**src/rtl/divider_datapath_pkg.sv**
```systemverilog
// Shared ALU constants for the control unit and the datapaths:
// default operand width and the iteration counter width derived from it.
package divider_datapath_pkg;

  localparam int ALU_WIDTH = 8;

  function automatic int cnt_width(input int w);
    return $clog2(w) + 1;
  endfunction

  localparam int ALU_CNT_W = cnt_width(ALU_WIDTH);

endpackage

```
**src/rtl/divider_datapath_reg.sv**
```systemverilog
// Plain parameterised state register; reset and hold are folded into d
// by the owner, so this is a bare D flop bank.
module divider_datapath_reg #(
  parameter int W = 1
) (
  input  logic         clk,
  input  logic [W-1:0] d,
  output logic [W-1:0] q
);

  always_ff @(posedge clk) begin
    q <= d;
  end

endmodule

```
**src/rtl/divider_datapath.sv**
```systemverilog
// Non-restoring unsigned divider datapath. The external control unit drives
// one step enable per cycle; illegal enable mixes do nothing but raise a sticky error.
module divider_datapath
  import divider_datapath_pkg::*;
#(
  parameter int WIDTH = ALU_WIDTH
) (
  input  logic             clk,
  input  logic             reset,
  input  logic [WIDTH-1:0] dividend,
  input  logic [WIDTH-1:0] divisor,
  input  logic             divider_load,
  input  logic             divider_shift_en,
  input  logic             divider_add_en,
  input  logic             divider_sub_en,
  input  logic             divider_count_en,
  input  logic             divider_final_add,
  output logic             divider_sign_R,
  output logic             divider_counter_done,
  output logic [WIDTH-1:0] quotient,
  output logic [WIDTH-1:0] remainder,
  output logic             div_by_zero,
  output logic             protocol_err
);

  localparam int CW = cnt_width(WIDTH);

  logic [WIDTH:0]   r_d, r_q;
  logic [WIDTH-1:0] q_d, q_q;
  logic [WIDTH-1:0] dreg_d, dreg_q;
  logic [CW-1:0]    cnt_d, cnt_q;
  logic             sign_d, sign_q;
  logic             dbz_d, dbz_q;
  logic             perr_d, perr_q;

  logic             op_en;
  logic             illegal;
  logic             do_sub;
  logic [WIDTH:0]   addsub_b;
  logic [WIDTH:0]   addsub_sum;

  assign op_en   = divider_add_en | divider_sub_en;
  // Both arith enables at once, or any two distinct step kinds together.
  assign illegal = (divider_add_en & divider_sub_en)
                 | (divider_shift_en & (op_en | divider_count_en | divider_final_add))
                 | (op_en & (divider_count_en | divider_final_add))
                 | (divider_count_en & divider_final_add);

  // Single adder/subtractor shared by add, sub and the final correction.
  assign do_sub     = divider_sub_en & ~divider_add_en;
  assign addsub_b   = do_sub ? ~{1'b0, dreg_q} : {1'b0, dreg_q};
  assign addsub_sum = r_q + addsub_b + (WIDTH + 1)'(do_sub);

  always_comb begin
    r_d    = r_q;
    q_d    = q_q;
    dreg_d = dreg_q;
    cnt_d  = cnt_q;
    sign_d = sign_q;
    dbz_d  = dbz_q;
    perr_d = perr_q;
    if (reset) begin
      r_d    = '0;
      q_d    = '0;
      dreg_d = '0;
      cnt_d  = '0;
      sign_d = 1'b0;
      dbz_d  = 1'b0;
      perr_d = 1'b0;
    end else if (divider_load) begin
      r_d    = '0;
      q_d    = dividend;
      dreg_d = divisor;
      cnt_d  = '0;
      sign_d = 1'b0;
      dbz_d  = (divisor == '0);
      perr_d = 1'b0;
    end else if (illegal) begin
      perr_d = 1'b1;
    end else begin
      if (divider_shift_en) begin
        sign_d = r_q[WIDTH];
        r_d    = {r_q[WIDTH-1:0], q_q[WIDTH-1]};
        q_d    = {q_q[WIDTH-2:0], 1'b0};
      end
      if (op_en) begin
        r_d = addsub_sum;
        q_d = {q_q[WIDTH-1:1], ~addsub_sum[WIDTH]};
      end
      if (divider_count_en && (cnt_q != CW'(WIDTH))) begin
        cnt_d = cnt_q + CW'(1);
      end
      if (divider_final_add && r_q[WIDTH]) begin
        r_d = addsub_sum;
      end
    end
  end

  divider_datapath_reg #(.W(WIDTH + 1)) u_r_reg    (.clk(clk), .d(r_d),    .q(r_q));
  divider_datapath_reg #(.W(WIDTH))     u_q_reg    (.clk(clk), .d(q_d),    .q(q_q));
  divider_datapath_reg #(.W(WIDTH))     u_d_reg    (.clk(clk), .d(dreg_d), .q(dreg_q));
  divider_datapath_reg #(.W(CW))        u_cnt_reg  (.clk(clk), .d(cnt_d),  .q(cnt_q));
  divider_datapath_reg #(.W(1))         u_sign_reg (.clk(clk), .d(sign_d), .q(sign_q));
  divider_datapath_reg #(.W(1))         u_dbz_reg  (.clk(clk), .d(dbz_d),  .q(dbz_q));
  divider_datapath_reg #(.W(1))         u_perr_reg (.clk(clk), .d(perr_d), .q(perr_q));

  assign divider_sign_R       = sign_q;
  assign divider_counter_done = (cnt_q == CW'(WIDTH));
  assign quotient             = q_q;
  assign remainder            = r_q[WIDTH-1:0];
  assign div_by_zero          = dbz_q;
  assign protocol_err         = perr_q;

endmodule

```
**config.mk**
```make
export PLATFORM = sky130hd
export DESIGN_NAME = divider_datapath
export DESIGN_NICKNAME = d
export VERILOG_FILES = /design/src/rtl/divider_datapath_pkg.sv /design/src/rtl/divider_datapath_reg.sv /design/src/rtl/divider_datapath.sv
export SDC_FILE = /design/constraint.sdc
export NUM_CORES = 1
export LEC_CHECK = 0
export CAP_MARGIN = 20
export CORE_MARGIN = 5
export CORE_UTILIZATION = 50
export DETAILED_ROUTE_END_ITERATION = 8
export PLACE_DENSITY = 0.78
export SLEW_MARGIN = 20
export SYNTH_ARGS = -nofsm -noshare
export SYNTH_HDL_FRONTEND = slang
export SYNTH_HIERARCHICAL = 1
export SYNTH_SLANG_ARGS = --single-unit
export TNS_END_PERCENT = 20
```
**constraint.sdc**
```tcl
create_clock -name clk -period 4.1 [get_ports clk]
set_input_delay 0.82 -clock clk [delete_from_list [all_inputs] [get_ports clk]]
set_output_delay 0.82 -clock clk [all_outputs]
set_load 0.01 [all_outputs]
```
==> run metrics, run 1 <==
Net count, final=309; Async SR Flop Fraction=0%; first-pass GRT wire length=8290 um; # hold bufs at CTS=0; RSZ-0062 raised after global routing=no; Final Skew=0.00750 ns; PD cells=284 mW/mm^2; Starting Density=52.1%; DIE WIDTH=75.0 um; Top FF cell, synth=dfxtp_1; final antenna-violating net count=0; switching part of the total=28.4%; Clk Latency, worst-skew pair=0.28 ns; post-CTS setup buffer count=0; area post-placement=0.00258 mm^2; gr ovfl total=0; fin. max-slew vios=0; Syn. warnings=6; Req. time, crit path=4.27 ns; final hold vios=0; top-area cell type share of the netlist area=30.3%; worst hold path class=reg2reg; DP HPWL=3720 um; layout cells sized above 1=12.3%; Pleak=1.05 nW; initial drt markers=90; fillers=344; Total Routing Usage GR=19.0%; post-synth cell types=53; WS Path Type=in2reg; Synth area leader=dfxtp_1; die height=75.0 um; largest net degree at the start of global routing=22; Crit Path Max Fanout=6; Final setup violation count=0; syn avg cell area=9.11 um^2; CTS max path bufs=2; row cnt=23; wire length per cell=15.1 um; Clk pwr share=33.9%; Core Footprint=0.00406 mm^2; clk sinks=32; Synth Net Count=266; Fin Hold WS=0.464 ns; Cell Area, Synth=0.00211 mm^2; part of the power in registers=44.2%; Cells after Synth=232; Die Area=0.00563 mm^2; vias after detailed routing=1860; Ports=44; CTS root buf=clkbuf_8; DRT Wirelength=4930 um; # diodes=0; number of synthesized flops with an enable pin=0; Critical Path Sink Type=flop; Psw=0.215 mW; residual DRC count=0; Worst setup SP type=input port; Detailed Routing Iterations Pass 1=4; Slew @ Worst Pin=0.543 ns; Num CTS Buffers=5; combinational power share=21.9%; max_slew headroom=63.2%; Reg clk slew, reported paths=0.07 ns; CTS tree=done; top cells by area, synth=dfxtp_1 (30%), mux2i_1 (8.1%), xnor2_1 (5.8%); Pint=0.544 mW; Max rail drop VDD=0.333 mV; Peak Freq=304 MHz; final instance area=0.00268 mm^2; data arrival time of the critical path=3.45 ns; antenna violations before repair=0; Final min period=3.29 ns; PostCTS Resize Cnt=0; DR vias/cell=5.71; Seq cells post-synth=32; P&R area growth vs syn=26.6%; GP Congestion=0.829; H-tree level count=2; number of global-route vias before repair=1812; status=finished, final reports clean; max cap viols=0; PortBufs=43; Seq/Total Area, Yosys=30.3%; Final TNS setup=0 ns; period utilization=80.2%
-- power groups by stage --
stage | combinational, mW | sequential (mW) | clock (mW)
floorplan | 0.103 | 0.342 | 0
global placement | 0.162 | 0.342 | 0
detailed placement | 0.165 | 0.342 | 0
CTS | 0.166 | 0.335 | 0.261
global route | 0.182 | 0.337 | 0.279
finish | 0.166 | 0.335 | 0.258
-- per-layer routing --
metal	part of all wire [%]	track usage (%)
met3	4.9	3.87
met1	47	24.4
met2	47	32.2
met5	0	0
met4	0.85	5.14
-- synth_stat cells, drive strengths merged (2+ instances only) --
cell / count
mux2: 8
a22oi: 2
or2: 2
o311ai: 2
nand3: 3
dfxtp: 32
buf: 9
xor2: 5
nand2: 10
nor2b: 3
xnor2: 14
nand4: 2
o211ai: 2
o21ai: 16
a21oi: 12
nor4b: 2
a21o: 2
a211oi: 5
mux2i: 17
ha: 9
o221ai: 2
nor2: 26
o21a: 3
a32oi: 2
nor3: 4
nand2b: 3
clkbuf: 5
o311a: 2
inv: 5
o31ai: 2
nor4: 3
nand3b: 4
and3b: 2
-- sequential cells by signal, indices dropped and copies added (netlist names) --
name,count
u_perr_reg/q,1
u_cnt_reg/q,4
u_r_reg/q,9
u_sign_reg/q,1
u_d_reg/q,8
u_dbz_reg/q,1
u_q_reg/q,8
-- cells in the final DEF (no fill, tap or decap), types with 2 or more instances in the layout --
cell type and instances:
o311a_1 2, mux2_2 7, o211ai_1 2, nor4_1 2
o31ai_4 2, buf_4 7, nand2b_1 3, nand2_1 9
and3b_1 2, o21ai_1 4, xnor2_1 14, mux2i_1 17
nor3_1 4, clkdlybuf4s50_1 43, nor2b_1 3, nor2_1 26
inv_1 5, a32oi_1 2, a22oi_1 2, xor2_1 5
ha_1 9, o221ai_1 2, clkinvlp_4 2, a211oi_1 5
nand3_1 3, o21a_1 3, o311ai_1 2, or2_2 2
nand4_1 2, o21ai_0 12, a21o_1 2, dfxtp_1 32
a21oi_1 11, nand3b_1 4, clkbuf_8 6
-- layout make-up --
class / instances / area [um^2] / area share (%)
Clock buffer: 6 / 82.6 / 3.09
Tap cell: 50 / 62.6 / 2.34
Inverter: 5 / 18.8 / 0.702
Sequential cell: 32 / 641 / 23.9
Multi-Input combinational cell: 181 / 1370 / 51.3
Clock inverter: 2 / 15.0 / 0.561
Timing Repair Buffer: 50 / 483 / 18.1
-- worst paths after layout --
kind              depth (start not counted)           start           end  slack [ns]
hold reg to reg                           2    u_sign_reg/q  u_sign_reg/q        0.46
hold / removal                            2    u_sign_reg/q  u_sign_reg/q        0.46
setup reg to reg                          7    u_d_reg/q[0]  u_q_reg/q[0]        1.73
setup / recovery                         10  divider_add_en  u_q_reg/q[0]        0.81
-- cell families after synthesis --
group	after synthesis	share of synthesized area, %
simple gates	67	17.6
fa+ha+maj	11	6.81
mux	25	12.3
buf+inv	19	4.74
xor+xnor	19	7.87
compound gates	59	20.3
flops	32	30.3
-- critical path: stages --
cell and delay, ns:
clkdlybuf4s50_1 0.47, nand2b_1 0.26, buf_4 0.22, xnor2_1 0.14
ha_1 0.30, a211oi_1 0.35, o21ai_1 0.11, a31oi_1 0.33
nor4b_1 0.11, a311o_1 0.32
-- per-stage QoR --
step | worst slack [ns] | util, % | power, mW | instances
after floorplan | 1.21 | - | 0.445 | 232
after global placement | 0.689 | 63.5 | 0.504 | 318
after detailed placement | 0.583 | 63.5 | 0.508 | 318
after CTS | 0.837 | 65.9 | 0.763 | 326
after global routing | 0.653 | 65.9 | 0.798 | 326
final | 0.812 | 65.9 | 0.759 | 326
(Power assumes the default switching activity.)
==> run 2: changes to the inputs <==
Settings changed: CORE_UTILIZATION 50 to 46, PLACE_DENSITY 0.78 to 0.76.
Clock period 4.1 ns to 2.7 ns, I/O delays scaled along.
==> run metrics, run 2 (synthesis gave the netlist of run 1 again) <==
status=finished, final reports clean; row cnt=24 (+4.3%); # diodes=0 (unchanged); Inst Count DP=339 (+6.6%); Req. time, crit path=2.87 ns (-1.40 ns); flop-to-flop setup slack=0.62 ns (-1.11 ns); worst hold path class=reg2reg; most frequent cells in the layout=clkdlybuf4s50_1 (43), dfxtp_1 (32), nor2_1 (26), buf_4 (26), mux2i_1 (17); min setup slack post-route=0.131 ns (-0.681 ns); max_slew headroom=62.8% (-0.40 points); Reg-to-Reg Start=u_d_reg/q[0]; CTS tree=done; vias after detailed routing=1936 (+4.1%); Min-Delay Path Depth=2 (unchanged); Worst setup SP type=input port; Pleak=1.15 nW (+9.9%); Clk Latency, worst-skew pair=0.29 ns (about the same); P&R area growth vs syn=34.3%; final hold vios=0 (unchanged); Detailed Routing Iterations Pass 1=4 (unchanged); CTS max path bufs=2 (unchanged); H-tree level count=2 (unchanged); Seq. cell area=641 um^2 (unchanged); RSZ-0062 raised after global routing=no; layout cells sized above 1=19.0% (+6.7 points); data arrival time of the critical path=2.74 ns (-0.71 ns); Starting Density=47.9% (-4.2 points); wire length per cell=14.5 um (-3.8%); PD cells=419 mW/mm^2 (+48%); Multi-input gate area=0.00139 mm^2 (+1.5%); number of global-route vias before repair=1915 (+5.7%); Num CTS Buffers=5 (unchanged); Final min period=2.57 ns; DIE WIDTH=77.8 um (+3.7%); Final Skew=0.00476 ns (-0.00274 ns); die height=77.8 um (+3.7%); antenna violations before repair=0 (unchanged); final core occ=64.3% (-1.6 points); final antenna-violating net count=0 (unchanged); clk sinks=32 (unchanged); Die Area=0.00605 mm^2 (+7.5%); r2r endpoint=u_q_reg/q[0]; gr ovfl total=0 (unchanged); HP Start=u_sign_reg/q; Hold EP=u_sign_reg/q; first-pass GRT wire length=8560 um (+3.3%); residual DRC count=0 (unchanged); period utilization=95.2%; Fin Hold WS=0.454 ns (-0.0104 ns); largest net degree at the start of global routing=18 (-18%); Core Footprint=0.00441 mm^2 (+8.8%); Final setup violation count=0 (unchanged); Critical Path Sink Type=flop; DR vias/cell=5.58 (-2.2%); initial drt markers=98 (+8.9%); Net count, final=328 (+6.1%); Largest register FFs=9 (unchanged); Slew @ Worst Pin=0.555 ns (+0.0125 ns); most common cell after layout, fill and taps aside=clkdlybuf4s50_1; max cap viols=0 (unchanged); Max rail drop VDD=0.325 mV (-2.3%); Total Routing Usage GR=17.2% (-1.8 points); CTS root buf=clkbuf_8; Top reg by flops=u_r_reg/q; Ports=44 (unchanged); Top Registers=u_r_reg/q (9), u_d_reg/q (8), u_q_reg/q (8); Reg clk slew, reported paths=0.07 ns (about the same); Crit Path Max Fanout=7 (+1); DP HPWL=3890 um (+4.7%); fillers=366 (+6.4%); PortBufs=43 (unchanged); r2r worst-path depth=7 (unchanged); Finished Layout Cells=347 (+6.4%); DRT Wirelength=5050 um (+2.4%); Setup WS pre-CTS=-0.260 ns (-0.843 ns); Peak Freq=389 MHz; WS Path Type=in2reg; GP Congestion=0.872 (+5.2%); fin. max-slew vios=0 (unchanged)
run 2: layout make-up:
type,instances,area share (%)
Clock inverter,1,0.265
Clock buffer,7,3.04
Tap cell,52,2.29
Inverter,5,0.661
Sequential cell,32,22.6
Timing Repair Buffer,69,22.0
Multi-Input combinational cell,181,49.1
run 2: per-layer routing:
| layer | share of wire (%) | up-vias | track usage (%) | routed length, um |
|---|---|---|---|---|
| met5 | 0 | - | 0 | 0 |
| met4 | 0.87 | 0 | 5.15 | 44 |
| met3 | 6.5 | 5 | 6.37 | 328 |
| met1 | 46 | 907 | 21.9 | 2330 |
| li1 | - | 976 | - | - |
| met2 | 46 | 48 | 26.9 | 2340 |
run 2: metrics by stage:
step | power [mW] | setup TNS [ns] | area [um^2]
after floorplan | 0.676 | 0 | 2110
after global placement | 0.792 | -0.558 | 2720
after detailed placement | 0.798 | -0.734 | 2720
after CTS | 1.20 | 0 | 2820
after global routing | 1.25 | 0 | 2840
final | 1.19 | 0 | 2840
run 2: report_power, final:
part	switching [mW]	leakage [nW]	internal [mW]
sequential	0.0179	0.262	0.491
clock	0.189	0.0445	0.207
combinational	0.131	0.842	0.153
run 2: how the worst max path moves through the flow:
| stage | from | end | slack, ns | cells past startpoint |
|---|---|---|---|---|
| floorplan | divider_add_en | u_q_reg/q[0] | 0.09 | 9 |
| global placement | divider_add_en | u_q_reg/q[0] | -0.23 | 10 |
| detailed placement | divider_add_en | u_q_reg/q[0] | -0.26 | 10 |
| CTS | divider_add_en | u_q_reg/q[0] | 0.04 | 10 |
| global route | divider_add_en | u_q_reg/q[0] | 0.009 | 10 |
| finish | divider_add_en | u_r_reg/q[7] | 0.13 | 12 |
run 2: what timing repair did:
action / in CTS / in global routing
hold buffers: 0 / 0
endpoints found under the setup margin: 0 / 3
setup buffers: 0 / 0
resized for setup: 0 / 6
run 2: worst max-delay path: stages:
cell	delay, ns
clkdlybuf4s50_1	0.42
nand2b_2	0.21
buf_4	0.19
xnor2_2	0.13
ha_1	0.31
buf_4	0.13
o21a_1	0.13
o22ai_2	0.09
buf_4	0.15
o31ai_4	0.22
xnor2_1	0.14
a21oi_1	0.08
==> run 3: changes to the inputs <==
Settings changed: GPL_ROUTABILITY_DRIVEN from default to 0, GPL_TIMING_DRIVEN from default to 0.
==> run metrics, run 3 (synthesis gave the netlist of run 1 again) <==
RSZ-0062 raised after global routing=no; area post-placement=0.00261 mm^2 (-4.2%); Worst path slowest cell=fa_2; clk sinks=32 (unchanged); Critical Path Sink Type=flop; final instance area=0.00273 mm^2 (-3.7%); Top Registers=u_r_reg/q (9), u_d_reg/q (8), u_q_reg/q (8); residual DRC count=0 (unchanged); DP HPWL=3700 um (-5.0%); layout cells sized above 1=14.7% (-4.2 points); Final TNS setup=0 ns (unchanged); PortBufs=43 (unchanged); # hold bufs at CTS=0 (unchanged); Final min period=2.44 ns (-0.132 ns); wire length per cell=14.7 um (+1.1%); DR vias/cell=5.52 (-1.0%); Pwr Total=1.15 mW (-3.0%); H-tree level count=2 (unchanged); Largest register FFs=9 (unchanged); Max rail drop VDD=0.287 mV (-12%); CTS max path bufs=2 (unchanged); Die Area=0.00605 mm^2 (unchanged); Core Footprint=0.00441 mm^2 (unchanged); number of global-route vias before repair=1806 (-5.7%); critical-path cell list=clkbuf_2, nand2b_1, buf_6, xnor2_2, fa_2, a211oi_2, o21ai_1, a31oi_2, nor4b_1, a311o_1; Top reg by flops=u_r_reg/q; Net count, final=318 (-3.0%); worst hold path class=reg2reg; P&R area growth vs syn=29.2%; final core occ=61.9% (-2.4 points); Crit path buffers/inverters=2 (-2); Final Skew=0.00846 ns (+0.00371 ns); data arrival time of the critical path=2.61 ns (-0.13 ns); die height=77.8 um (unchanged); DRT Wirelength=4960 um (-1.8%); Crit Path Max Fanout=10 (+3); Final setup violation count=0 (unchanged); Clk Latency, worst-skew pair=0.28 ns (about the same); final antenna-violating net count=0 (unchanged); vias after detailed routing=1861 (-3.9%); Starting Density=47.9% (unchanged); Setup WS pre-CTS=-0.832 ns (-0.571 ns); WS Path Type=in2reg; final hold vios=0 (unchanged); CP max stage delay=0.42 ns (about the same); row cnt=24 (unchanged); max_slew headroom=64.5% (+1.6 points); most common cell after layout, fill and taps aside=clkdlybuf4s50_1; Total Routing Usage GR=16.5% (-0.68 points); Finished Layout Cells=337 (-2.9%); PD cells=423 mW/mm^2 (+0.82%); status=finished, final reports clean; max cap viols=0 (unchanged); Num CTS Buffers=5 (unchanged); Worst setup SP type=input port; gr ovfl total=0 (unchanged); Pleak=1.08 nW (-5.9%); first-pass GRT wire length=8320 um (-2.7%); CTS tree=done; fin. max-slew vios=0 (unchanged); Detailed Routing Iterations Pass 1=4 (unchanged); Req. time, crit path=2.87 ns (about the same); most frequent cells in the layout=clkdlybuf4s50_1 (41), dfxtp_1 (32), nor2_1 (26); Fin Hold WS=0.461 ns (+0.00754 ns); period utilization=90.3% (-4.9 points); Reg clk slew, reported paths=0.07 ns (about the same); Inst Count DP=327 (-3.5%); CP delay by family, top=compound AO/OA/AOI/OAI gates; DIE WIDTH=77.8 um (unchanged); # diodes=0 (unchanged); CTS root buf=clkbuf_8; min setup slack post-route=0.263 ns (+0.132 ns); Ports=44 (unchanged); Peak Freq=410 MHz (+5.4%); initial drt markers=93 (-5.1%); antenna violations before repair=0 (unchanged); Slew @ Worst Pin=0.525 ns (-0.0304 ns); largest net degree at the start of global routing=11 (-7)
[run 3: layout make-up]
type,instances,area [um^2]
buffer,14,87.6
clock buffer,8,90.1
fill,399,1680
inverter,5,18.8
multi-input combinational,181,1390
sequential,32,641
tap,52,65.1
timing repair buffer,45,435
[run 3: worst paths after layout]
kind / startpoint / end / slack (ns) / depth (start not counted)
min: u_sign_reg/q / u_sign_reg/q / 0.46 / 2
max reg2reg: u_d_reg/q[0] / u_q_reg/q[0] / 0.58 / 7
min reg2reg: u_sign_reg/q / u_sign_reg/q / 0.46 / 2
max: divider_add_en / u_q_reg/q[0] / 0.26 / 10
[run 3: per-layer routing]
layer | track usage, % | routed length, um
met3 | 5.21 | 296
met1 | 21.4 | 2360
met2 | 26.5 | 2250
met5 | 0 | 0
met4 | 4.12 | 52
[run 3: tightest hold or removal path, stage by stage, from the launching register on]
cell and delay (ns):
dfxtp_1 0.31, nand2_1 0.05, a21oi_1 0.05
[run 3: power by group]
group | switching (mW) | leakage (nW) | internal, mW
Sequential | 0.0168 | 0.262 | 0.491
Clock | 0.180 | 0.0455 | 0.208
Combinational | 0.126 | 0.773 | 0.132
[run 3: timing repair]
action                                  CTS  global route
pin swaps                                 1             4
buffers inserted                          1             1
endpoints found under the setup margin    5             1
resized for setup                         6             6
